File: config.mk
export PLATFORM = sky130hd
export DESIGN_NAME = uart_tx_param
export DESIGN_NICKNAME = d
export VERILOG_FILES = /design/src/rtl/uart_pkg.sv /design/src/rtl/uart_baud_gen.sv /design/src/rtl/uart_tx_param.sv
export SDC_FILE = /design/constraint.sdc
export NUM_CORES = 1
export LEC_CHECK = 0
export BUFFER_PORTS_ARGS = -buffer_cell sky130_fd_sc_hd__buf_2
export CORE_ASPECT_RATIO = 0.9
export CORE_MARGIN = 8
export CORE_UTILIZATION = 40
export CTS_CLUSTER_SIZE = 30
export DETAILED_ROUTE_END_ITERATION = 12
export PLACE_DENSITY = 0.7
export SETUP_SLACK_MARGIN = 0.02
export SYNTH_ARGS = -nofsm -noshare
export SYNTH_HDL_FRONTEND = slang
export SYNTH_SLANG_ARGS = --single-unit
File: constraint.sdc
create_clock -name clk -period 2.8 [get_ports clk]
set_input_delay 0 -clock clk [delete_from_list [all_inputs] [get_ports clk]]
set_output_delay 0 -clock clk [all_outputs]
set_load 0.02 [all_outputs]
File: src/rtl/uart_pkg.sv
// rtl/uart_pkg.sv - shared UART frame types, parity codes and configuration helpers
package uart_pkg;

    typedef enum logic [2:0] {
        ST_IDLE,
        ST_START,
        ST_DATA,
        ST_PARITY,
        ST_STOP
    } tx_state_t;

    localparam logic [1:0] PAR_NONE = 2'd0;
    localparam logic [1:0] PAR_ODD  = 2'd1;
    localparam logic [1:0] PAR_EVEN = 2'd2;

    localparam int unsigned MIN_DATA_BITS = 5;

    // Out-of-range requests saturate rather than wrap so a bad register write still frames sanely.
    function automatic logic [3:0] clamp_bits(input logic [3:0] req, input logic [3:0] max_bits);
        if (req < 4'(MIN_DATA_BITS)) begin
            return 4'(MIN_DATA_BITS);
        end
        if (req > max_bits) begin
            return max_bits;
        end
        return req;
    endfunction

endpackage

File: src/rtl/uart_baud_gen.sv
// rtl/uart_baud_gen.sv - bit-period counter with synchronous restart, shareable by TX and RX
module uart_baud_gen #(
    parameter int DIV_W = 16
) (
    input  logic             clk,
    input  logic             rst_n,
    input  logic             restart_i,
    input  logic [DIV_W-1:0] div_i,
    output logic             bit_tick_o
);

    logic [DIV_W-1:0] r_cnt;
    logic             w_tick;

    // Tick on the last clk of a bit period; the counter reloads there, so div_i=0 ticks every clk.
    assign w_tick     = (r_cnt == div_i);
    assign bit_tick_o = w_tick;

    always_ff @(posedge clk or negedge rst_n) begin
        if (!rst_n) begin
            r_cnt <= '0;
        end else if (restart_i || w_tick) begin
            r_cnt <= '0;
        end else begin
            r_cnt <= r_cnt + 1'b1;
        end
    end

endmodule

File: src/rtl/uart_tx_param.sv
// rtl/uart_tx_param.sv - parametrised UART transmitter with runtime baud divider and per-frame format
// Define UART_TX_FIFO_EN to place a FIFO_DEPTH-entry input FIFO in front of the FSM (adds fifo_level_o).
module uart_tx_param #(
    parameter int DATA_W     = 9,
    parameter int DIV_W      = 16,
    parameter int FIFO_DEPTH = 8
) (
    input  logic              clk,
    input  logic              rst_n,
    input  logic [DIV_W-1:0]  baud_div_i,
    input  logic [3:0]        data_bits_i,
    input  logic [1:0]        parity_i,
    input  logic              stop2_i,
    input  logic [DATA_W-1:0] data_i,
    input  logic              valid_i,
`ifdef UART_TX_FIFO_EN
    output logic [$clog2(FIFO_DEPTH):0] fifo_level_o,
`endif
    output logic              ready_o,
    output logic              busy_o,
    output logic              done_o,
    output logic              tx_o
);
    import uart_pkg::*;

    localparam int BIT_W = $clog2(DATA_W);

    if (DATA_W < int'(MIN_DATA_BITS) || DATA_W > 9 || FIFO_DEPTH < 2 ||
        (FIFO_DEPTH & (FIFO_DEPTH - 1)) != 0) begin : g_param_check
        $error("uart_tx_param: unsupported DATA_W or FIFO_DEPTH");
    end

    tx_state_t         r_state;
    tx_state_t         w_next;
    logic              r_init;
    logic [DIV_W-1:0]  r_div;
    logic [DATA_W-1:0] r_data;
    logic [3:0]        r_nbits;
    logic              r_par_en;
    logic              r_par_bit;
    logic              r_stop2;
    logic              r_stop_idx;
    logic [BIT_W-1:0]  r_bit_idx;
    logic              r_tx;
    logic              r_busy;
    logic              r_done;

    logic              w_tick;
    logic              w_last_bit;
    logic              w_stop_end;
    logic              w_free;
    logic              w_take;
    logic [DATA_W-1:0] w_head;
    logic [DATA_W-1:0] w_mask;
    logic [DATA_W-1:0] w_payload;
    logic [3:0]        w_nbits;

    always_ff @(posedge clk or negedge rst_n) begin
        if (!rst_n) begin
            r_init <= 1'b0;
        end else begin
            r_init <= 1'b1;
        end
    end

    assign w_last_bit = ((int'(r_bit_idx) + 1) == int'(r_nbits));
    assign w_stop_end = (r_state == ST_STOP) && w_tick && (!r_stop2 || r_stop_idx);
    // Opening the door on the final stop clk lets a pending word start with no idle gap.
    assign w_free     = r_init && ((r_state == ST_IDLE) || w_stop_end);

`ifdef UART_TX_FIFO_EN
    localparam int AW = $clog2(FIFO_DEPTH);

    logic [DATA_W-1:0] r_mem [FIFO_DEPTH];
    logic [AW-1:0]     r_wr_ptr;
    logic [AW-1:0]     r_rd_ptr;
    logic [AW:0]       r_count;
    logic              w_full;
    logic              w_empty;
    logic              w_push;
    logic              w_pop;

    assign w_full       = (r_count == (AW+1)'(FIFO_DEPTH));
    assign w_empty      = (r_count == '0);
    assign ready_o      = r_init && !w_full;
    assign w_push       = valid_i && ready_o;
    assign w_pop        = w_free && !w_empty;
    assign w_take       = w_pop;
    assign w_head       = r_mem[r_rd_ptr];
    assign fifo_level_o = r_count;

    always_ff @(posedge clk or negedge rst_n) begin
        if (!rst_n) begin
            r_wr_ptr <= '0;
            r_rd_ptr <= '0;
            r_count  <= '0;
        end else begin
            if (w_push) begin
                r_wr_ptr <= r_wr_ptr + 1'b1;
            end
            if (w_pop) begin
                r_rd_ptr <= r_rd_ptr + 1'b1;
            end
            if (w_push && !w_pop) begin
                r_count <= r_count + 1'b1;
            end else if (!w_push && w_pop) begin
                r_count <= r_count - 1'b1;
            end
        end
    end

    always_ff @(posedge clk) begin
        if (w_push) begin
            r_mem[r_wr_ptr] <= data_i;
        end
    end
`else
    assign ready_o = w_free;
    assign w_take  = w_free && valid_i;
    assign w_head  = data_i;
`endif

    assign w_nbits = clamp_bits(data_bits_i, 4'(DATA_W));

    always_comb begin
        w_mask = '0;
        for (int i = 0; i < DATA_W; i++) begin
            w_mask[i] = (i < int'(w_nbits));
        end
    end

    assign w_payload = w_head & w_mask;

    // Whole frame format is captured at frame start; later input changes wait for the next frame.
    always_ff @(posedge clk or negedge rst_n) begin
        if (!rst_n) begin
            r_div     <= '0;
            r_data    <= '0;
            r_nbits   <= 4'(MIN_DATA_BITS);
            r_par_en  <= 1'b0;
            r_par_bit <= 1'b0;
            r_stop2   <= 1'b0;
        end else if (w_take) begin
            r_div     <= baud_div_i;
            r_data    <= w_payload;
            r_nbits   <= w_nbits;
            r_par_en  <= (parity_i == PAR_ODD) || (parity_i == PAR_EVEN);
            r_par_bit <= (parity_i == PAR_ODD) ? ~(^w_payload) : (^w_payload);
            r_stop2   <= stop2_i;
        end
    end

    uart_baud_gen #(
        .DIV_W (DIV_W)
    ) u_baud_gen (
        .clk        (clk),
        .rst_n      (rst_n),
        .restart_i  (w_take),
        .div_i      (r_div),
        .bit_tick_o (w_tick)
    );

    always_ff @(posedge clk or negedge rst_n) begin
        if (!rst_n) begin
            r_state <= ST_IDLE;
        end else begin
            r_state <= w_next;
        end
    end

    always_comb begin
        w_next = r_state;
        case (r_state)
            ST_IDLE: begin
                if (w_take) begin
                    w_next = ST_START;
                end
            end
            ST_START: begin
                if (w_tick) begin
                    w_next = ST_DATA;
                end
            end
            ST_DATA: begin
                if (w_tick && w_last_bit) begin
                    w_next = r_par_en ? ST_PARITY : ST_STOP;
                end
            end
            ST_PARITY: begin
                if (w_tick) begin
                    w_next = ST_STOP;
                end
            end
            ST_STOP: begin
                if (w_stop_end) begin
                    w_next = w_take ? ST_START : ST_IDLE;
                end
            end
            default: begin
                w_next = ST_IDLE;
            end
        endcase
    end

    always_ff @(posedge clk or negedge rst_n) begin
        if (!rst_n) begin
            r_bit_idx  <= '0;
            r_stop_idx <= 1'b0;
        end else begin
            if (r_state != ST_DATA) begin
                r_bit_idx <= '0;
            end else if (w_tick) begin
                r_bit_idx <= r_bit_idx + 1'b1;
            end
            if (r_state != ST_STOP) begin
                r_stop_idx <= 1'b0;
            end else if (w_tick) begin
                r_stop_idx <= ~r_stop_idx;
            end
        end
    end

    // Line outputs are registered from the current state, so the pin trails the FSM by one clk.
    always_ff @(posedge clk or negedge rst_n) begin
        if (!rst_n) begin
            r_tx   <= 1'b1;
            r_busy <= 1'b0;
            r_done <= 1'b0;
        end else begin
            r_busy <= (r_state != ST_IDLE);
            r_done <= w_stop_end;
            case (r_state)
                ST_START:  r_tx <= 1'b0;
                ST_DATA:   r_tx <= r_data[r_bit_idx];
                ST_PARITY: r_tx <= r_par_bit;
                default:   r_tx <= 1'b1;
            endcase
        end
    end

    assign tx_o   = r_tx;
    assign busy_o = r_busy;
    assign done_o = r_done;

endmodule

* Word-level counts from Yosys, hierarchy flattened
Cells that the tools add are included.
** Operators by class
- Add/subtract/negate cells :: 3
- $lt $le $gt $ge :: 12
- Eq/ne operators :: 15
- Muxes and demuxes :: 24
- Bitwise operators :: 3
- Reductions and logical operators :: 16
** Operators with widths (count)
- 4-bit 2-to-1 mux :: 6
- 3-bit 2-to-1 mux :: 6
- 16-bit by 1-bit adder with 16-bit output (second input constant) :: 1
- 16-bit == test :: 1
- 3-bit by 4-bit < comparator with 1-bit output (first input constant) :: 4
- 16-bit 2-to-1 mux :: 1
- 3-bit case mux with 5 select lines :: 1
- 9-bit bitwise AND :: 1
- 9-bit XOR reduction :: 1
- 1-bit by 4-bit < comparator with 1-bit output (first input constant) :: 2
- 2-bit by 4-bit < comparator with 1-bit output (first input constant) :: 2
- 1-bit 2-to-1 mux :: 8
- 3-bit by 2-bit == test with 1-bit output (second input constant) :: 2
- 2-bit by 1-bit != test with 1-bit output (second input constant) :: 3
- 4-bit by 1-bit adder with 5-bit output (second input constant) :: 1
- 5-bit by 4-bit == test with 1-bit output :: 1
- 1-bit logical AND :: 5
- 4-bit by 5-bit < comparator with 1-bit output (second input constant) :: 1
- 5-bit AND reduction :: 1
- 4-bit by 1-bit adder with 4-bit output (second input constant) :: 1
- 1-bit binary-select mux with 4-bit select :: 1
- 4-bit greater-than comparator (second input constant) :: 1
- 1-bit logical OR :: 4
- 4-bit by 3-bit < comparator with 1-bit output (second input constant) :: 1
- other kinds (14) :: 17
** Word-level totals
- Register bits :: 60
- Input port bits :: 35
- Output and inout port bits :: 4

* Longest topological paths before layout
- Depth after elaboration :: 10
- Mapped depth :: 7

* By module
A second synthesis with hierarchy kept.
** Unflattened totals
- Cell total of the unflattened synthesis :: 319
- Area, all modules :: 3051.7 um^2
** Modules (own cells, without submodules)
- uart_tx_param :: instances 1, cells an instance 219, area each 2069.5 um^2
- uart_baud_gen :: instances 1, cells an instance 100, area each 982.2 um^2

* Worst setup path after synthesis
No wires, ideal clock.
- Path type :: register to register
- Start :: reg u_baud_gen.r_cnt[2]
- End :: reg r_data[8]
- Data arrival time :: 2.191 ns
- Path slack :: 0.484 ns
- Stages on the path, launching flop included :: 8
- Buffers on the path :: 1
- Clock period less this slack :: 2.316 ns
- Cell sequence :: dfrtp_1 > xnor2_1 > nand4_1 > nor4_4 > nand4_4 > a21oi_4 > buf_6 > mux2_4
** On the way
- Longest elaborated chain between the ends :: 6
** RTL lines
- start: declaration :: line uart_baud_gen.sv:12 : logic [DIV_W-1:0] r_cnt;
- start signal: assignment :: line uart_baud_gen.sv:25 : r_cnt <= r_cnt + 1'b1;
- 16-bit == test :: line uart_baud_gen.sv:16 : assign w_tick = (r_cnt == div_i);
- 1-bit logical AND (2 in a row) :: line uart_tx_param.sv:67 : assign w_stop_end = (r_state == ST_STOP) && w_tick && (!r_stop2 || r_stop_idx);
- 1-bit logical OR :: line uart_tx_param.sv:69 : assign w_free = r_init && ((r_state == ST_IDLE) || w_stop_end);
- 1-bit logical AND :: line uart_tx_param.sv:69
- 1-bit logical AND :: line uart_tx_param.sv:119 : assign w_take = w_free && valid_i;
- end signal: assignment :: line uart_tx_param.sv:145 : r_data <= w_payload;
- end: declaration :: line uart_tx_param.sv:37 : logic [DATA_W-1:0] r_data;
No other way between the ends.
A chain may end at the register's enable or synchronous reset.

* Final worst setup path
- Start :: reg u_baud_gen.r_cnt[10]
- End :: reg r_div[0]
** On the way
- Longest elaborated chain between the ends :: 6
** RTL lines
- 16-bit == test :: line uart_baud_gen.sv:16
- 1-bit logical AND (2 in a row) :: line uart_tx_param.sv:67
- 1-bit logical OR :: line uart_tx_param.sv:69
- 1-bit logical AND :: line uart_tx_param.sv:69
- 1-bit logical AND :: line uart_tx_param.sv:119
- end signal: assignment :: line uart_tx_param.sv:144 : r_div <= baud_div_i;
- end: declaration :: line uart_tx_param.sv:36 : logic [DIV_W-1:0] r_div;
No other way between the ends.

==> qor.csv <==
stage,metric,value,unit
run_status,status,"complete, no violations",
pwr,p_per_area,793,nW/um^2
setup_path,worstSetupStartpoint,u_baud_gen.r_cnt[10]$_DFF_PN0_,
clocking,tritoncts,done,
pwr,ir_worst_vdd,0.364,mV
drt,dr.pass1.iters,4,
yosys,yosysUniqueCellTypes,45,
pwr,p_leak,1.78,nW
final_layout,multiInputGateArea,1560,sq um
floorplan,dieArea,11000,sq um
yosys,synth_compound_area_share,6.01,%
sta,drv_slew,0,
setup_path,startpoint_type,flop,
global_routing,track_usage,13.0,%
sta,fmax,0.446,GHz
yosys,synth_top_family_by_area,multiplexers,
clocking,htree_levels,3,
global_routing,antenna_found_initial,1,
drt,drt_iter0_drc,86,
sta,tightest_slew,1.12,ns
sta,slew_headroom,25.1,%
min_path,hold_class,in2reg,
yosys,synth_area_leader_cell,dfrtp_1,
placed_design,hpwlAfterDp,4.45,mm
yosys,ys_ff_latch,60,
setup_path,crit_fanout,22,
global_routing,grt_pass1_vias,2347,
clocking,path_clk_slew,0.07,ns
clocking,clock_sinks,60,
setup_path,crit_type,reg2reg,
yosys,synth_cells,272,
yosys,yosys.area_share.simple,13.4,%
clocking,cts_buffers,9,
yosys,synth_xor_xnor_area_share,12.4,%
drt,num_vias,2179,
setup_path,critPathRequiredTime,3.02,ns
final_layout,drive_gt1_share,27.1,%
final_layout,fillCellCount,685,
sta,setup_ws,0.559,ns
yosys,synthMuxAreaShare,16.2,%
global_routing,grt-ovfl-total,0,
final_layout,final_cells,447,
placed_design,io_buffers,38,
min_path,worstHoldPathCells,3,
setup_path,critPathCaptureType,flop,
setup_path,r2r_cells,7,
floorplan,die_h,100,microns
sta,rsz0062_at_grt,no,
global_routing,grt_pass1_wl,11.1,mm
clocking,clock_path_buffers,2,
final_layout,register_area,1510,sq um
pwr,finalPower,0.00313,W
yosys,yosys_warnings,0,
final_layout,num-nets-final,383,
setup_path,timing.rr.start,u_baud_gen.r_cnt[10]$_DFF_PN0_,
floorplan,fp.dieW,110,microns
yosys,synth_area,3170,sq um
setup_path,cp-endpoint,r_div[0]$_DFFE_PN0P_,
yosys,synth-edff-count,0,
placed_design,dpl.cell_count,400,
yosys,async_reset_ff_share,100,%
yosys,yosys.area.top_type_share,45.0,%
placed_design,preCtsSetupSlack,0.533,ns
clocking,postCtsSetupRepairBufs,0,
floorplan,start_util,41.6,%
setup_path,critPathArrivalTime,2.46,ns
sta,period_share,80.1,%
sta,hold_ws,0.0592,ns
clocking,root_buffer,clkbuf_8,
setup_path,r2r_setup_slack,0.56,ns
drt,antenna_left,0,
drt,avgViaCountPerCell,4.87,
yosys,avgSynthCellArea,11.6,sq um
yosys,synth_nets,310,
sta,min_period,2.24,ns
yosys,synth_area_leaders,"dfrtp_1, mux2_4, xnor2_1, xor2_1, nor2_1",
clocking,clk_latency,0.35,ns
floorplan,design.portCount,39,
floorplan,rows,30,
drt,wirelength,6.50,mm
final_layout,synthToLayoutAreaGrowth,24.6,%
yosys,synth_ff_type,dfrtp_1,
sta,setup_viol_count_final,0,
global_routing,grt_max_degree,52,
flow_run,maxCapViolCount,0,
drt,wl_per_cell,14.5,microns
setup_path,r2r-end,r_div[0]$_DFFE_PN0P_,
sta,final_hold_viol_count,0,
yosys,yosysSeqAreaShare,47.5,%
sta,clock_skew,0.0108,ns
yosys,synth_fa_ha_area_share,1.19,%
sta,setup_tns,0,ns
placed_design,gp_congestion,0.778,
drt,drc,0,
floorplan,core,7620,sq um
-- logic make-up (layout without fill, tap and decap cells) --
kind of cell,Yosys count,after routing
and+or+nand+nor,80,80
DFF,60,60
xor gates and xnor gates,45,45
muxes,36,36
AOI/OAI and AO/OA,27,27
buffers and inverters,20,98
adders and majority gates,3,3
other,1,2
-- power breakdown --
part	total [W]	switching, W	leakage (nW)	internal [W]
sequential	0.00145	0.000264	0.747	0.00118
clock	0.000741	0.000335	0.0931	0.000406
combinational	0.000942	0.000351	0.945	0.000592
-- cells in the mapped netlist, types with 2 or more instances --
cell type  count
nand2_1       16
nor2_1        25
nor3b_1        2
nor2b_1        2
mux4_2         2
a21oi_1        7
nand3_1        7
inv_1         10
mux2i_1        7
dfrtp_1       57
ha_1           3
nand4_1        5
o2111ai_1      2
dfstp_2        3
mux2_2         2
buf_6          3
mux2_4        25
xor2_1        11
or3_1          5
and2_1         2
nand2b_1       3
clkbuf_1       7
o21ai_0        7
xnor2_1       34
and3_1         5
-- routing by layer --
layer | GRT usage [%] | share of wire, %
met5 | 0 | 0
met3 | 4.87 | 5.0
met1 | 16.5 | 49
met2 | 18.9 | 44
met4 | 6.12 | 2.3
-- worst max-delay path, cell delays in order (launching register included) --
cell and delay, ns:
dfrtp_1 0.44, xnor2_1 0.17, nand4_1 0.16, nor4_4 0.38
nand4_4 0.16, a21oi_4 0.22, buf_12 0.22, mux2_2 0.35
-- through the flow --
| stage | utilization, % | instance area (sq um) |
|---|---|---|
| floorplan | - | 3170 |
| global placement | 45.4 | 3460 |
| detailed placement | 45.4 | 3460 |
| CTS | 51.8 | 3940 |
| global route | 51.8 | 3950 |
| finish | 51.8 | 3950 |
-- what timing repair did --
item / CTS / global route
hold endpoints to repair: 74 / 0
endpoints found under the setup margin: 0 / 0
gates resized for setup: 0 / 0
hold buffers: 30 / 0
-- flip-flops by register name (all words and copies together) (netlist names) --
signal and cells:
r_data 9, done_o 1, tx_o 1, r_nbits 4
r_bit_idx 4, r_stop_idx 1, r_state 3, r_init 1
r_div 16, busy_o 1, r_par_bit 1, r_par_en 1
r_stop2 1, u_baud_gen.r_cnt 16
-- area by class of cell --
type / instances / area share, %
tap: 96 / 3.04
inverter: 10 / 0.951
sequential: 60 / 38.1
multi-input combinational: 192 / 39.6
antenna: 1 / 0.0634
timing repair buffer: 72 / 13.5
clock buffer: 11 / 3.33
clock inverter: 5 / 1.33
-- cells in the final DEF, fill, tap and decap left out, types with 9 or more instances in the layout --
cell and instances:
dfrtp_1 57, mux2_4 25, nand2_1 16, xor2_1 11, inv_1 10, clkbuf_8 9
nor2_1 25, buf_2 38, xnor2_1 34, dlygate4sd3_1 30
-- worst min-delay path by stage --
| stage | from | to |
|---|---|---|
| floorplan | rst_n | busy_o$_DFF_PN0_ |
| global placement | baud_div_i[9] | r_div[9]$_DFFE_PN0P_ |
| detailed placement | baud_div_i[11] | r_div[11]$_DFFE_PN0P_ |
| CTS | data_i[6] | r_data[6]$_DFFE_PN0P_ |
| global route | data_i[6] | r_data[6]$_DFFE_PN0P_ |
| finish | data_i[6] | r_data[6]$_DFFE_PN0P_ |
(Power assumes the default switching activity.)
